`config.mk`:
```
export PLATFORM = sky130hd
export DESIGN_NAME = vh_delay_line
export DESIGN_NICKNAME = d
export VERILOG_FILES = /design/src/rtl/vh_pkg.sv /design/src/rtl/vh_delay_line.sv
export SDC_FILE = /design/constraint.sdc
export NUM_CORES = 1
export LEC_CHECK = 0
export CORE_MARGIN = 3
export CORE_UTILIZATION = 42
export CTS_BUF_LIST = sky130_fd_sc_hd__clkbuf_8 sky130_fd_sc_hd__clkbuf_16
export DETAILED_ROUTE_END_ITERATION = 10
export GPL_TIMING_DRIVEN = 0
export PLACE_DENSITY = 0.73
export SLEW_MARGIN = 25
export SYNTH_ARGS = -nofsm -noshare
export SYNTH_HDL_FRONTEND = slang
export SYNTH_SLANG_ARGS = --single-unit
```
`constraint.sdc`:
```
create_clock -name clk -period 0.8 [get_ports clk]
set_input_delay 0.16 -clock clk [delete_from_list [all_inputs] [get_ports clk]]
set_output_delay 0.16 -clock clk [all_outputs]
set_load 0.03 [all_outputs]
```
`src/rtl/vh_pkg.sv`:
```
`default_nettype none
// ============================================================================
//  Module      : vh_pkg
//  Description : Shared types and limits for the VlogHammer sweep checker.
//  Revision    : 1.0 - initial release
// ============================================================================
package vh_pkg;

  // Deepest response latency the drain counter is sized for.
  localparam int LAT_MAX = 15;

  typedef enum logic [1:0] {
    ST_IDLE  = 2'd0,
    ST_SWEEP = 2'd1,
    ST_DRAIN = 2'd2,
    ST_DONE  = 2'd3
  } vh_state_e;

endpackage
`default_nettype wire

```
`src/rtl/vh_delay_line.sv`:
```
`default_nettype none
// ============================================================================
//  Module      : vh_delay_line
//  Description : Fixed-depth shift register carrying (valid, index) alongside
//                the response latency of the module under test. Depth 0 is a
//                plain wire.
//  Revision    : 1.0 - initial release
// ============================================================================
module vh_delay_line
  import vh_pkg::*;
#(
  parameter int DEPTH = 2,
  parameter int W     = 9
) (
  input  logic         clk,
  input  logic         rst_n,
  input  logic         flush_i,
  input  logic [W-1:0] d_i,
  output logic [W-1:0] q_o
);

  generate
    if (DEPTH == 0) begin : g_pass
      assign q_o = d_i;
    end else begin : g_shift
      logic [W-1:0] pipe_q [DEPTH];

      // Shift one stage per cycle; flush empties every stage at once.
      always_ff @(posedge clk or negedge rst_n) begin
        if (!rst_n) begin
          for (int i = 0; i < DEPTH; i++) pipe_q[i] <= '0;
        end else if (flush_i) begin
          for (int i = 0; i < DEPTH; i++) pipe_q[i] <= '0;
        end else begin
          pipe_q[0] <= d_i;
          for (int i = 1; i < DEPTH; i++) pipe_q[i] <= pipe_q[i-1];
        end
      end

      assign q_o = pipe_q[DEPTH-1];
    end
  endgenerate

endmodule
`default_nettype wire

```
==> results_dict.tcl <==
set metrics [dict create \
    status "finished, violations left" \
    violations "setup timing" \
    yosys.area.top_type "dfrtp_1" \
    hold_viol 0 \
    rsz0062_at_grt "true" \
    cts_root_buf "clkbuf_8" \
    regArea_um2 450.4 \
    io_pins 21 \
    ys.flop_type "dfrtp_1" \
    first_pass_iters 4 \
    die_area_um2 2047 \
    worst_ep_arrival_time_ns 0.76 \
    synth-seq-area-share_pct 69.63 \
    critPathKind "register to output port" \
    ant_nets 0 \
    p_total_mw 1.728 \
    vias_per_cell 4.373 \
    antenna_found_initial 0 \
    finalSetupViolCount 9 \
    crit_required_ns 0.64 \
    clk_pin_slew_ns 0.06 \
    final.fill_count 110 \
    synth-async-reset-ratio_pct 100.0 \
    grt_pass1_vias 321 \
    synth_edf_count 0 \
    avgSynthCellArea_um2 14.06 \
    rr_endpoint "q_o[3]" \
    grt_util_all_layers_pct 10.09 \
    synth_most_common_cell "dfrtp_1" \
    wirelength_um 810 \
    hold_ws_ns 0.08726 \
    diodes 0 \
    drt_iter0_drc 2 \
    initial_core_util_pct 47.34 \
    post-route-min-period_ns 0.9150 \
    cts_buffers 3 \
    cts_tree "built" \
    grt-ovfl-total 0 \
    cts.sinks 18 \
    syn2layout_area_growth_pct 31.14 \
    synth_area_um2 646.9 \
    hold_class "primary input to async pin" \
    leakage_nw 0.4287 \
    grt_pass1_wl_um 1400 \
    holdBufCountCts 0 \
    die_h_um 45.25 \
    clockBufferDepth 2 \
    max_slew_margin_pct 51.18 \
    finalNonFillerCells 75 \
    power_density_nw_per_um2 2037 \
    synth_top_area_share_pct 69.63 \
    ir_worst_vdd_mv 1.361 \
    fin_nets 74 \
    synth_commonest_cells "dfrtp_1 (18), nor2b_1 (11), buf_4 (10), and2b_1 (7)" \
    drv_cap 0 \
    final.setup_skew_ns 0.001888 \
    critical_path.top_delay_family "flip-flops" \
    placed_cells 81 \
    cp_slowest_cell "dfrtp_1" \
    max_stage_delay_ns 0.38 \
    timing.final.ws_setup_ns -0.1150 \
    worstMarginPinSlew_ns 0.7323 \
    synth_cells 46 \
    slew_violations 0 \
    place_ws_ns -0.4207 \
    yosysUniqueCellTypes 4 \
    vias 328 \
    cp_max_fo 1 \
    drive_gt1_share_pct 21.67 \
    clk_latency_ns 0.24 \
    path_cells "buf_6" \
    ys_ff_latch 18 \
    fmax_mhz 1093 \
    drt_drc_violations_left 0 \
    die_w_um 45.25 \
    multi_input_area_um2 121.4 \
    finalWeightedCongestion 0.6336 \
    wl_per_cell_um 10.80 \
    startpoint_type "register" \
    grt_start_max_net_pins 19 \
    synth.area.top_cells "dfrtp_1 (70%), buf_4 (12%), nor2b_1 (11%)" \
    yosys_warnings 0 \
    rows 13 \
    fin_crit_sh_pct 114.4 \
    worst_r2r_path_depth 1 \
    syn-num-nets 58 \
    crit_buf_inv 1 \
    worst_setup_path_end_kind "output port" \
    htree_levels 1 \
    r2r_start "g_shift.pipe_q[12]" \
    io_buffers 20 \
    core_area_um2 1366 \
    reg2reg_setup_slack_ns 0.17 \
]
-- cell families after synthesis --
group                  Yosys count  synth area share (%)
buffers and inverters           10                 11.61
DFF                             18                 69.63
and+or+nand+nor                 18                 18.76
-- cell usage in the layout (no fill, tap or decap) --
| cell | Yosys | final |
|---|---|---|
| clkbuf_8 | 0 | 3 |
| nor2b_1 | 11 | 11 |
| and2b_1 | 7 | 7 |
| buf_4 | 10 | 1 |
| dfrtp_1 | 18 | 18 |
| clkdlybuf4s50_1 | 0 | 9 |
| buf_6 | 0 | 9 |
| dlygate4sd2_1 | 0 | 2 |
-- layout make-up --
type	count	area share, %
repair buffers	20	24.63
plain buffers	1	0.8850
flip-flops and latches	18	53.10
multi-input cells	18	14.31
clock buffers	3	4.867
well taps	15	2.212
-- state kept, by name (all words and copies together), names as in the netlist --
signal / cells
g_shift.pipe_q: 9
q_o: 9
-- layer usage --
| metal | wire, um | track usage (%) | vias to the layer above |
|---|---|---|---|
| li1 | - | - | 156 |
| met1 | 305 | 11.64 | 155 |
| met2 | 417 | 15.54 | 15 |
| met3 | 69 | 4.781 | 2 |
| met4 | 18 | 5.263 | 0 |
| met5 | 0 | 0 | - |
-- what timing repair did --
item                                    4_1_cts  5_1_grt
resized for setup                            65        0
hold endpoints to repair                      0        0
setup buffers                                 0        0
endpoints found under the setup margin       44        9
-- metrics by stage --
step                setup TNS (ns)  cell area, um^2  utilization (%)
floorplan                        0            646.9                -
global placement            -14.77            865.8            63.37
detailed placement          -15.81            865.8            63.37
CTS                         -1.040            848.3            62.09
global route                -1.203            848.3            62.09
finish                     -0.9819            848.3            62.09
-- how the worst max path moves through the flow --
stage,cells past startpoint,to,startpoint
final,1,q_o[2],q_o[2]
after global routing,1,q_o[3],q_o[3]
after CTS,1,q_o[2],q_o[2]
after detailed placement,2,q_o[3],q_o[3]
after global placement,2,q_o[5],q_o[5]
after floorplan,1,q_o[0],q_o[0]
-- power breakdown --
part | internal (mW) | switching (mW) | total [mW]
registers | 0.951 | 0.0127 | 0.964
logic | 0.102 | 0.0829 | 0.185
clock network | 0.333 | 0.247 | 0.580
Note: power is estimated with default switching activity, not from simulation.
